<file path="config.mk">
export PLATFORM = sky130hd
export DESIGN_NAME = ps2_key_decoder
export DESIGN_NICKNAME = d
export VERILOG_FILES = /design/src/rtl/ps2_pkg.sv /design/src/rtl/key_event_fifo.sv /design/src/rtl/ps2_key_decoder.sv
export SDC_FILE = /design/constraint.sdc
export NUM_CORES = 1
export LEC_CHECK = 0
export CAP_MARGIN = 0
export CORE_MARGIN = 2
export CORE_UTILIZATION = 55
export CTS_CLUSTER_SIZE = 16
export DETAILED_ROUTE_END_ITERATION = 16
export GPL_TIMING_DRIVEN = 0
export PLACE_DENSITY = 0.86
export SYNTH_ARGS = -nofsm -noshare
export SYNTH_HDL_FRONTEND = slang
export SYNTH_HIERARCHICAL = 1
export SYNTH_SLANG_ARGS = --single-unit
export TNS_END_PERCENT = 20
</file>
<file path="constraint.sdc">
create_clock -name CLOCK_50 -period 4.5 [get_ports CLOCK_50]
set_clock_uncertainty 0.05 [all_clocks]
set_input_delay 0.9 -clock CLOCK_50 [delete_from_list [all_inputs] [get_ports CLOCK_50]]
set_output_delay 0.9 -clock CLOCK_50 [all_outputs]
set_load 0.005 [all_outputs]
</file>
<file path="src/rtl/ps2_pkg.sv">
// ps2_pkg: shared PS/2 Set-2 byte constants, decoder states and key event type
package ps2_pkg;
  localparam logic [7:0] SC_E0 = 8'hE0;
  localparam logic [7:0] SC_F0 = 8'hF0;
  localparam logic [7:0] SC_E1 = 8'hE1;
  localparam logic [7:0] SC_12 = 8'h12;
  localparam logic [7:0] SC_59 = 8'h59;
  localparam logic [7:0] SC_AA = 8'hAA;
  localparam logic [7:0] SC_EE = 8'hEE;
  localparam logic [7:0] SC_FA = 8'hFA;
  localparam logic [7:0] SC_FE = 8'hFE;
  localparam logic [7:0] SC_00 = 8'h00;
  localparam logic [7:0] SC_FF = 8'hFF;
  localparam logic [2:0] PAUSE_TAIL_LEN = 3'd7;
  typedef enum logic [2:0] {IDLE, EXT, BRK, EXT_BRK, SKIP} dec_state_t;
  typedef struct packed {
    logic       ext;
    logic       brk;
    logic [7:0] code;
  } key_event_t;
  function automatic logic is_ignored(input logic [7:0] b);
    return b inside {SC_00, SC_AA, SC_EE, SC_FA, SC_FE, SC_FF};
  endfunction
  function automatic logic is_fake_shift(input logic [7:0] b);
    return b == SC_12 || b == SC_59;
  endfunction
endpackage

</file>
<file path="src/rtl/key_event_fifo.sv">
// key_event_fifo: first-word fall-through key event queue with occupancy and full-drop flag
module key_event_fifo
  import ps2_pkg::*;
#(
  parameter int DEPTH = 4
) (
  input  logic               CLOCK_50,
  input  logic               Reset,
  input  logic               push,
  input  key_event_t         push_evt,
  input  logic               pop,
  output key_event_t         head_evt,
  output logic               head_valid,
  output logic [$clog2(DEPTH):0] count,
  output logic               drop
);
  localparam int AW = $clog2(DEPTH);
  localparam logic [AW:0] FULL = (AW+1)'(DEPTH);
  key_event_t mem [DEPTH];
  logic [AW-1:0] wr_ptr, rd_ptr;
  logic do_push, do_pop;
  assign head_valid = count != '0;
  assign head_evt = head_valid ? mem[rd_ptr] : '0;
  assign do_pop = pop && head_valid;
  assign do_push = push && (count != FULL || do_pop);
  assign drop = push && !do_push;
  // event storage; contents are only observed once written
  always_ff @(posedge CLOCK_50)
    if (do_push) mem[wr_ptr] <= push_evt;
  // pointers wrap naturally at the power-of-two depth
  always_ff @(posedge CLOCK_50 or posedge Reset)
    if (Reset) begin
      wr_ptr <= '0;
      rd_ptr <= '0;
      count <= '0;
    end else begin
      if (do_push) wr_ptr <= wr_ptr + 1'b1;
      if (do_pop) rd_ptr <= rd_ptr + 1'b1;
      count <= count + (AW+1)'(do_push) - (AW+1)'(do_pop);
    end
endmodule

</file>
<file path="src/rtl/ps2_key_decoder.sv">
// ps2_key_decoder: turns PS/2 Set-2 scan bytes into queued {ext, break, code} key events
module ps2_key_decoder
  import ps2_pkg::*;
#(
  parameter int FIFO_DEPTH = 4,
  parameter int TIMEOUT_CYCLES = 2500000,
  parameter bit FILTER_REPEAT = 1'b1
) (
  input  logic                         CLOCK_50,
  input  logic                         Reset,
  input  logic [7:0]                   byte_data,
  input  logic                         byte_valid,
  output logic [7:0]                   evt_code,
  output logic                         evt_ext,
  output logic                         evt_break,
  output logic                         evt_valid,
  input  logic                         evt_ready,
  output logic [$clog2(FIFO_DEPTH):0]  fifo_count,
  output logic                         overflow
);
  localparam int TW = $clog2(TIMEOUT_CYCLES + 1);
  localparam logic [TW-1:0] TMO_LAST = TW'(TIMEOUT_CYCLES - 1);
  dec_state_t state, state_nxt;
  logic [2:0] skip_cnt, skip_nxt;
  logic [TW-1:0] tmo_cnt;
  logic [8:0] last_make;
  logic last_valid;
  logic emit, match, push, drop;
  key_event_t emit_evt, head;
  assign emit_evt = '{ext: state == EXT || state == EXT_BRK, brk: state == BRK || state == EXT_BRK, code: byte_data};
  // next prefix state and whether the current byte completes a key event
  always_comb begin
    state_nxt = state;
    skip_nxt = skip_cnt;
    emit = 1'b0;
    if (byte_valid) begin
      if (is_ignored(byte_data)) state_nxt = IDLE;
      else
        case (state)
          IDLE: begin
            if (byte_data == SC_E0) state_nxt = EXT;
            else if (byte_data == SC_F0) state_nxt = BRK;
            else if (byte_data == SC_E1) begin
              state_nxt = SKIP;
              skip_nxt = PAUSE_TAIL_LEN;
            end else emit = 1'b1;
          end
          EXT: begin
            if (byte_data == SC_F0) state_nxt = EXT_BRK;
            else if (byte_data != SC_E0) begin
              state_nxt = IDLE;
              emit = !is_fake_shift(byte_data);
            end
          end
          BRK: begin
            if (byte_data != SC_F0 && byte_data != SC_E0) begin
              state_nxt = IDLE;
              emit = 1'b1;
            end
          end
          EXT_BRK: begin
            state_nxt = IDLE;
            emit = !is_fake_shift(byte_data);
          end
          SKIP: begin
            skip_nxt = skip_cnt - 1'b1;
            state_nxt = skip_cnt == 3'd1 ? IDLE : SKIP;
          end
          default: state_nxt = IDLE;
        endcase
    end
  end
  assign match = last_valid && last_make == {emit_evt.ext, emit_evt.code};
  assign push = emit && !(FILTER_REPEAT && !emit_evt.brk && match);
  // prefix FSM, pause skipping, stale-prefix timeout and last-make memory
  always_ff @(posedge CLOCK_50 or posedge Reset)
    if (Reset) begin
      state <= IDLE;
      skip_cnt <= '0;
      tmo_cnt <= '0;
      last_make <= '0;
      last_valid <= 1'b0;
    end else begin
      if (byte_valid) begin
        state <= state_nxt;
        skip_cnt <= skip_nxt;
        tmo_cnt <= '0;
      end else if (state != IDLE) begin
        if (tmo_cnt == TMO_LAST) begin
          state <= IDLE;
          tmo_cnt <= '0;
        end else tmo_cnt <= tmo_cnt + 1'b1;
      end
      if (push && !emit_evt.brk) begin
        last_make <= {emit_evt.ext, emit_evt.code};
        last_valid <= 1'b1;
      end else if (emit && emit_evt.brk && match) last_valid <= 1'b0;
    end
  // sticky record of any event lost to a full queue
  always_ff @(posedge CLOCK_50 or posedge Reset)
    if (Reset) overflow <= 1'b0;
    else overflow <= overflow | drop;
  key_event_fifo #(.DEPTH(FIFO_DEPTH)) u_fifo (
    .CLOCK_50(CLOCK_50),
    .Reset(Reset),
    .push(push),
    .push_evt(emit_evt),
    .pop(evt_ready),
    .head_evt(head),
    .head_valid(evt_valid),
    .count(fifo_count),
    .drop(drop)
  );
  assign evt_code = head.code;
  assign evt_ext = head.ext;
  assign evt_break = head.brk;
endmodule

</file>
==> flow_summary.json, run 1 <==
{
  "max-vdd-ir-drop_mv": 0.179,
  "yosysTopAreaCell": "edfxtp_1",
  "critPathLaunch": "byte_data[0]",
  "synth_top_area_share_pct": 28.8,
  "crit_required_ns": 4.72,
  "finalHoldViolations": 0,
  "synth_edf_count": 40,
  "ys.flop_type": "dfrtp_1",
  "antenna_found_initial": 0,
  "fmax_mhz": 236,
  "grt_pass1_wl_um": 12900,
  "rr_startpoint": "state[2]",
  "crit_path_frequent_cell": "inv_1",
  "dr_wl_met3_um": 248,
  "die_area_um2": 8310,
  "end_kind": "flip-flop",
  "path_class": "input port to flip-flop",
  "maxSlewViolCount": 0,
  "crit_arrival_ns": 4.46,
  "tritoncts": "yes",
  "min_path_type": "flip-flop to flip-flop",
  "syn-num-nets": 349,
  "layout_min_cycle_time_ns": 4.24,
  "register_area_um2": 2350,
  "status": "finished clean",
  "rsz0062_at_grt": "no",
  "htree_num_levels": 3,
  "slew_headroom_pct": 46.3,
  "power_density_nw_per_um2": 478,
  "highest_layer": "met4",
  "place_hpwl_um": 5330,
  "setup_viol": 0,
  "fillers": 541,
  "drc": 0,
  "avgRoutedWirePerCell_um": 16.4,
  "worstSetupStartpointType": "input port",
  "totalPowerFinal_mw": 2.27,
  "crit_path_cell_trace": "clkdlybuf4s50_1, buf_2, inv_1, o2111ai_1, o211ai_1, buf_2, a311oi_1, nor2b_4, inv_1, ha_1, inv_1, ha_1, inv_1, fa_1, xnor2_1, xnor2_1",
  "via_per_inst": 5.68,
  "synth_area_leaders": "edfxtp_1 (29%), dfrtp_1 (28%), mux4_2 (4.3%)",
  "area_growth_pct": 13.9,
  "preCtsSetupSlack_ns": -0.134,
  "cts_buffer_depth": 2,
  "avgSynthCellArea_um2": 12.8,
  "first_pass_iters": 4,
  "cts_num_sinks": 86,
  "cts_hold_buf": 0,
  "final_antenna_net_count": 0,
  "holdCritStartpoint": "overflow",
  "io_buffers": 26,
  "drive_gt1_share_pct": 14.9,
  "path_clk_slew_ns": 0.09,
  "insertion_delay_ns": 0.35,
  "gp_congestion": 0.825,
  "yosys_warnings": 6,
  "synth_cell_types": 51,
  "worst_pin_slew_ns": 0.805,
  "synthCells": 327,
  "drtIter0Drc": 163,
  "grt-ovfl-total": 0,
  "met1Wirelength_um": 3320,
  "cts-root-buf": "clkbuf_8",
  "grt_pass1_vias": 2752,
  "antenna_cells": 0,
  "finalCritPeriodShare_pct": 94.3,
  "grt_start_max_net_pins": 40,
  "drt_wl_total_um": 7680,
  "design_area_um2": 4760,
  "die_w_um": 91.2,
  "synth_seq_cells": 86,
  "core_um2": 7290,
  "ys_seq_area_share_pct": 56.3,
  "multiInputGateArea_um2": 1690,
  "placedInstanceArea_um2": 4560,
  "start_util_pct": 57.3,
  "pin_count": 27,
  "p_leak_nw": 1.86,
  "numCtsBuffers": 9,
  "slowest_delay_ns": 0.57,
  "fin_nets": 386,
  "wl_met2_um": 4010,
  "rrSetupSlack_ns": 1.01,
  "synthArstFlopShare_pct": 53.5,
  "syn_area_um2": 4180,
  "fin_ws_ns": 0.256,
  "gr-usage-all-layers_pct": 19.7,
  "fin_util_pct": 65.3,
  "vias": 2660,
  "die_height_um": 91.2,
  "maxCapViolations": 0,
  "cp_slowest_cell": "clkdlybuf4s50_1",
  "path_max_fanout": 10,
  "rows": 31
}
-- final timing paths --
check	end	cells past startpoint
hold / removal	overflow	1
min in group asynchronous	u_fifo/wr_ptr[1]	2
max in group asynchronous	tmo_cnt[17]	2
setup / recovery	u_fifo/count[2]	16
hold reg to reg	overflow	1
setup reg to reg	u_fifo/count[2]	13
-- layer usage --
metal,up-vias,global-route usage [%]
met3,8,3.15
met1,1318,24.6
met4,0,8.71
met5,-,0
met2,67,33.8
li1,1267,-
-- final cells by class --
type | count | area share (%)
tap | 99 | 2.60
clock buffer | 11 | 3.21
sequential | 86 | 49.4
clock inverter | 5 | 0.815
multi-input combinational | 210 | 35.6
inverter | 16 | 1.26
timing repair buffer | 26 | 5.47
buffer | 15 | 1.60
-- stage by stage --
stage | setup TNS (ns) | cells | hold WS [ns]
2_1_floorplan | 0 | 327 | 0.412
3_3_place_gp | 0 | 452 | 0.405
3_5_place_dp | -0.134 | 452 | 0.405
4_1_cts | 0 | 468 | 0.425
5_1_grt | 0 | 468 | 0.438
6_report | 0 | 468 | 0.419
-- worst max-delay path, delay by kind of cell --
| kind | cells | cell delay (ns) |
|---|---|---|
| AO/OA/AOI/OAI | 3 | 0.74 |
| XOR/XNOR | 2 | 0.37 |
| adder cells (fa/ha/maj) | 3 | 0.80 |
| buffers and inverters | 7 | 1.33 |
| AND/OR/NAND/NOR | 1 | 0.30 |
-- cells in the mapped netlist, types with 2 or more instances --
master / instances
a21oi_1: 2
a22o_1: 3
a311oi_1: 2
and2_1: 17
and3_1: 8
and4_1: 3
and4b_1: 2
buf_2: 9
clkbuf_1: 4
dfrtp_1: 46
edfxtp_1: 40
ha_1: 9
inv_1: 16
mux2_2: 13
mux2i_1: 2
mux4_1: 2
mux4_2: 8
nand2_1: 11
nand3_1: 6
nand4_1: 13
nor2_1: 29
nor3_1: 7
nor3b_1: 2
nor4_1: 5
nor4b_1: 3
nor4bb_1: 2
o21ai_0: 7
or2_2: 2
or4_1: 2
xnor2_1: 18
xor2_1: 14
-- logic make-up (layout without fill, tap and decap cells) --
family	Yosys count	after routing	share of synthesized area [%]
AO/OA/AOI/OAI	24	24	4.82
XOR/XNOR	32	32	6.71
adder cells (fa/ha/maj)	10	10	3.17
buffers and inverters	31	73	3.26
flip-flops	86	86	56.3
multiplexers	25	25	9.55
AND/OR/NAND/NOR	119	119	16.2
-- report_power, final --
group	switching (mW)	total (mW)	internal, mW
Combinational	0.297	0.711	0.414
Sequential	0.0774	1.05	0.969
Clock	0.278	0.517	0.239
Total	0.653	2.27	1.62
-- repair_timing --
item                                    CTS  global route
hold endpoints to repair                  0             0
endpoints found under the setup margin    0             1
buffers inserted                          0             0
resized for setup                         0             1
-- layout by cell type, fill, tap and decap left out, drive strengths merged, types with 3 or more instances in the layout --
master,count
nor4b,4
dfrtp,46
and3,8
nand2,11
edfxtp,40
mux2,13
xor2,14
nor3,7
buf,10
and4,3
nand4,13
clkdlybuf4s50,26
o21ai,7
nor2,29
inv,19
or2,3
mux4,10
clkbuf,16
xnor2,18
a22o,3
ha,9
nor4,5
and2,17
nand3,6
-- state kept, by name, indices dropped and copies added, names as in the netlist --
name and flops:
last_make 9, last_valid 1, overflow 1, skip_cnt 3
state 3, tmo_cnt 22, u_fifo/count 3, u_fifo/mem 40
u_fifo/rd_ptr 2, u_fifo/wr_ptr 2
No activity file was read; power rests on OpenSTA's default activity.
==> run 2: changes to the inputs <==
Settings changed: REMOVE_ABC_BUFFERS set to 1.
==> flow_summary.json, run 2 (same netlist as run 1, synthesis figures left out) <==
{
  "status": "finished clean",
  "drive_gt1_share_pct": 13.8,
  "cellInternalPower_mw": 1.67,
  "p_leak_nw": 1.84,
  "worstSetupStartpointType": "input port",
  "avgRoutedWirePerCell_um": 16.8,
  "finalCritPeriodShare_pct": 93.3,
  "antenna_cells": 0,
  "layout_min_cycle_time_ns": 4.20,
  "start_util_pct": 57.3,
  "rsz0062_at_grt": "no",
  "min_path_type": "flip-flop to flip-flop",
  "multiInputGateArea_um2": 1700,
  "drtIter0Drc": 139,
  "p_comb_share_pct": 27.8,
  "die_w_um": 91.2,
  "slew_headroom_pct": 47.1,
  "critPathLaunch": "byte_data[4]",
  "maxCapViolations": 0,
  "grt_use_met3_pct": 4.07,
  "r2r_end": "u_fifo/count[2]",
  "power_density_nw_per_um2": 489,
  "holdPathStages": 1,
  "die_area_um2": 8310,
  "cts_num_sinks": 86,
  "core_um2": 7290,
  "area_growth_pct": 13.3,
  "gp_congestion": 0.837,
  "cts_hold_buf": 0,
  "crit_required_ns": 4.70,
  "final_common_cell": "dfrtp_1",
  "finalHoldViolations": 0,
  "mostFrequentLayoutCells": "dfrtp_1 (46), edfxtp_1 (40), nor2_1 (29)",
  "cts_buffer_depth": 2,
  "crit_arrival_ns": 4.40,
  "pwr-share-clk_pct": 25.3,
  "holdCritStartpoint": "overflow",
  "path_max_fanout": 13,
  "antenna_found_initial": 0,
  "path_class": "input port to flip-flop",
  "reg_top3": "u_fifo/mem x40, tmo_cnt x22, last_make x9",
  "fillers": 565,
  "rows": 31,
  "worst_pin_slew_ns": 0.793,
  "place_hpwl_um": 5210,
  "met2_usage_pct": 33.6,
  "placedInstanceArea_um2": 4490,
  "totalPowerFinal_mw": 2.32,
  "grt_pass1_wl_um": 13300,
  "crit_path_cell_trace": "clkdlybuf4s50_1, o21ai_0, a311oi_1, a31oi_1, a311oi_2, nor2b_2, inv_1, ha_1, inv_1, ha_1, inv_1, fa_1, xnor2_1, xnor2_1",
  "rrSetupSlack_ns": 1.01,
  "numCtsBuffers": 9,
  "drc": 0,
  "switching_share_pct": 28.0,
  "setup_viol": 0,
  "cp_slowest_cell": "clkdlybuf4s50_1",
  "final_antenna_net_count": 0,
  "path_clk_slew_ns": 0.10,
  "pwr-share-seq_pct": 46.9,
  "io_buffers": 26,
  "htree_num_levels": 3,
  "met1_usage_pct": 26.3,
  "fmax_mhz": 238,
  "grt_busiest_layer": "met2",
  "cts-root-buf": "clkbuf_8",
  "insertion_delay_ns": 0.36,
  "pin_count": 27,
  "max-vdd-ir-drop_mv": 0.226,
  "largest_reg_flops": 40,
  "end_kind": "flip-flop",
  "rr_startpoint": "state[2]",
  "first_pass_iters": 4,
  "p_switching_mw": 0.649,
  "grt-ovfl-total": 0,
  "via_per_inst": 5.83,
  "crit_path_frequent_cell": "inv_1",
  "regMostFlops": "u_fifo/mem",
  "drt_wl_total_um": 7630,
  "design_area_um2": 4730,
  "gr-usage-all-layers_pct": 20.3,
  "vias": 2651,
  "endpoint": "u_fifo/count[2]",
  "grt_start_max_net_pins": 40,
  "slowest_delay_ns": 0.77,
  "tritoncts": "yes",
  "reg2reg_depth": 13,
  "grt_pass1_vias": 2723,
  "die_height_um": 91.2,
  "maxSlewViolCount": 0,
  "fin_nets": 373,
  "register_area_um2": 2350
}
## run 2: how the worst min path moves through the flow
stage | to | slack (ns)
6_report | overflow | 0.42
4_1_cts | overflow | 0.43
3_3_place_gp | overflow | 0.41
2_1_floorplan | overflow | 0.41
5_1_grt | overflow | 0.47
3_5_place_dp | overflow | 0.41
## run 2: power by group through the flow
stage	registers (mW)	logic [mW]	clock network [mW]
4_1_cts	1.09	0.652	0.599
6_report	1.08	0.644	0.586
3_3_place_gp	1.09	0.614	0
3_5_place_dp	1.11	0.650	0
5_1_grt	1.11	0.708	0.632
2_1_floorplan	1.07	0.372	0
## run 2: worst max-delay path: cells and delay by family
family                   cells  cell delay [ns]
adder cells (fa/ha/maj)      3             0.82
AO/OA/AOI/OAI                4             1.06
buffers and inverters        4             0.99
AND/OR/NAND/NOR              1             0.36
XOR/XNOR                     2             0.26
## run 2: final cells by class
cell class                      count  share of cell area, %
Inverter                           16                   1.27
Multi-Input combinational cell    210                   36.0
Timing Repair Buffer               28                   5.82
Tap cell                           99                   2.62
Clock inverter                      6                   1.51
Clock buffer                       10                   3.15
Sequential cell                    86                   49.7
## run 2: through the flow
stage	TNS, ns	setup WS [ns]	std cells	util (%)	hold slack [ns]
after floorplan	0	1.08	312	-	0.412
after global placement	-0.133	-0.133	437	61.5	0.408
after detailed placement	-0.244	-0.194	437	61.5	0.410
after CTS	0	0.148	453	64.5	0.431
after global routing	0	0.0810	455	64.9	0.470
final	0	0.302	455	64.9	0.420
## run 2: repair_timing
action | in CTS | in global routing
setup buffers | 0 | 2
endpoints found under the setup margin | 0 | 2
resized for setup | 0 | 2
## run 2: routing by layer
layer	vias up	part of all wire [%]	routed length, um
li1	1238	-	-
met1	1320	41	3120
met2	78	52	3960
met3	15	5.0	382
met4	0	2.1	164
met5	-	0	0
==> run 3: changes to the inputs <==
Settings changed: SYNTH_HIERARCHICAL 1 to not set.
==> flow_summary.json, run 3 <==
{
  "p_comb_share_pct": 31.3,
  "syn_area_um2": 4250,
  "power_density_nw_per_um2": 476,
  "path_max_fanout": 17,
  "cp_slowest_cell": "clkdlybuf4s50_1",
  "final_common_cell": "dfrtp_1",
  "yosysTopAreaCell": "edfxtp_1",
  "cts-root-buf": "clkbuf_8",
  "drt_wl_total_um": 7850,
  "design_area_um2": 4750,
  "synth_area_leaders": "edfxtp_1 (28%), dfrtp_1 (27%), mux4_2 (5.3%)",
  "place_hpwl_um": 5410,
  "yosys_warnings": 0,
  "avgSynthCellArea_um2": 12.4,
  "tns_ns": 0,
  "fin_util_pct": 62.5,
  "grt_pass1_wl_um": 13200,
  "fmax_mhz": 256,
  "grt_pass1_vias": 2750,
  "crit_path_cell_trace": "clkdlybuf4s50_1, xor2_1, o21ai_2, a311oi_2, o2111ai_4, nor2b_4, ha_1, inv_1, fa_1, xnor2_1, xnor2_1",
  "reg_top3": "u_fifo.mem x40, tmo_cnt x22, last_make x9",
  "drive_gt1_share_pct": 13.4,
  "multiInputGateArea_um2": 1770,
  "totalPowerFinal_mw": 2.26,
  "fin_cells": 475,
  "status": "finished clean",
  "via_per_inst": 5.79,
  "cts_hold_buf": 0,
  "cts_buffer_depth": 2,
  "path_class": "input port to flip-flop",
  "synth_cell_types": 60,
  "finalHoldViolations": 0,
  "avgRoutedWirePerCell_um": 16.5,
  "post-cts-setup-buffers": 0,
  "slew_headroom_pct": 45.9,
  "htree_num_levels": 3,
  "switching_share_pct": 29.3,
  "critical-path-top-delay-family": "buffers and inverters",
  "gp_congestion": 0.888,
  "path_clk_slew_ns": 0.08,
  "worstSetupStartpointType": "input port",
  "ys.flop_type": "dfrtp_1",
  "first_pass_iters": 4,
  "antenna_found_initial": 0,
  "register_area_um2": 2350,
  "fin_nets": 390,
  "die_area_um2": 8440,
  "pwr-share-clk_pct": 20.5,
  "max-vdd-ir-drop_mv": 0.213,
  "maxSlewViolCount": 0,
  "rsz0062_at_grt": "no",
  "synth_seq_cells": 86,
  "antenna_cells": 0,
  "synth_edf_count": 40,
  "p_switching_mw": 0.663,
  "cts_num_sinks": 86,
  "p_leak_nw": 1.79,
  "die_w_um": 91.9,
  "crit_buf_inv": 2,
  "largest_reg_flops": 40,
  "vias": 2749,
  "fillers": 579,
  "final_antenna_net_count": 0,
  "finalCritPeriodShare_pct": 86.7,
  "cellInternalPower_mw": 1.60,
  "synthArstFlopShare_pct": 53.5,
  "crit_arrival_ns": 4.13,
  "rows": 32,
  "drtIter0Drc": 285,
  "insertion_delay_ns": 0.35,
  "min_path_type": "flip-flop to flip-flop",
  "placedInstanceArea_um2": 4580,
  "worst_pin_slew_ns": 0.808,
  "start_util_pct": 55.8,
  "crit_path_frequent_cell": "xnor2_1",
  "drc": 0,
  "end_kind": "flip-flop",
  "ys_seq_area_share_pct": 55.4,
  "setup_viol": 0,
  "pin_count": 27,
  "tritoncts": "yes",
  "grt_start_max_net_pins": 37,
  "synth_top_area_share_pct": 28.3,
  "layout_min_cycle_time_ns": 3.90,
  "synth.most_common_cell": "dfrtp_1",
  "area_growth_pct": 11.9,
  "numCtsBuffers": 9,
  "mostFrequentLayoutCells": "dfrtp_1 (46), edfxtp_1 (40), clkdlybuf4s50_1 (26)",
  "pwr-share-seq_pct": 48.2,
  "crit_required_ns": 4.73,
  "synthCells": 343,
  "die_height_um": 91.9,
  "maxCapViolations": 0,
  "synth_commonest_cells": "dfrtp_1 (46), edfxtp_1 (40), o21ai_0 (23)",
  "core_um2": 7610,
  "grt-ovfl-total": 0,
  "cts-resized-gates": 0,
  "io_buffers": 26,
  "gr-usage-all-layers_pct": 20.3,
  "slowest_delay_ns": 0.91,
  "dp_cells": 459,
  "regMostFlops": "u_fifo.mem"
}
[run 3: cell count changes in the layout (fill, tap and decap cells not counted), sizes merged, moves of 4 or more]
cell    change
nand2      +10
nand4       -8
or3         +5
mux2        -4
a21oi       +5
o21ai      +17
and3        -4
xnor2      -10
clkinv      +5
inv         -8
nor2        -7
nand3       +7
[run 3: power groups by stage]
stage | sequential [mW] | clock, mW | combinational, mW
floorplan | 1.08 | 0 | 0.429
global placement | 1.10 | 0 | 0.678
detailed placement | 1.11 | 0 | 0.714
CTS | 1.09 | 0.477 | 0.717
global route | 1.12 | 0.504 | 0.775
finish | 1.09 | 0.463 | 0.707
[run 3: cells by family (layout without fill, tap and decap cells)]
group | count (synthesis) | in the layout | synth area share, %
DFF | 86 | 86 | 55.4
adders and majority gates | 10 | 10 | 3.12
AOI/OAI and AO/OA | 53 | 53 | 8.54
buffers and inverters | 27 | 57 | 3.09
xor gates and xnor gates | 25 | 25 | 5.16
muxes | 20 | 20 | 8.01
and+or+nand+nor | 122 | 122 | 16.7
[run 3: layer usage]
layer | track usage (%) | vias to the layer above | part of all wire [%]
met2 | 35.4 | 78 | 53
met1 | 25.4 | 1356 | 41
li1 | - | 1306 | -
met3 | 5.26 | 9 | 4.9
met5 | 0 | - | 0
met4 | 5.22 | 0 | 0.88
[run 3: area by class of cell]
class | count | area share [%]
Inverter | 13 | 1.03
Clock buffer | 11 | 2.76
Timing Repair Buffer | 28 | 6.06
Sequential cell | 86 | 49.5
Multi-Input combinational cell | 230 | 37.2
Tap cell | 102 | 2.69
Clock inverter | 5 | 0.764
[run 3: path summary, 6_finish.rpt]
| check | cells after the start | startpoint | slack, ns | to |
|---|---|---|---|---|
| max | 11 | byte_data[4] | 0.60 | u_fifo.count[2] |
| min | 1 | overflow | 0.43 | overflow |
| max reg2reg | 10 | state[0] | 1.63 | u_fifo.count[2] |
| min reg2reg | 1 | overflow | 0.43 | overflow |
| max in group asynchronous | 3 | Reset | 3.19 | tmo_cnt[4] |
| min in group asynchronous | 2 | Reset | 0.74 | last_valid |
[run 3: through the flow]
step | hold slack, ns | worst slack, ns
2_1_floorplan | 0.393 | 1.50
3_3_place_gp | 0.410 | 0.349
3_5_place_dp | 0.413 | 0.256
4_1_cts | 0.432 | 0.620
5_1_grt | 0.473 | 0.397
6_report | 0.429 | 0.597
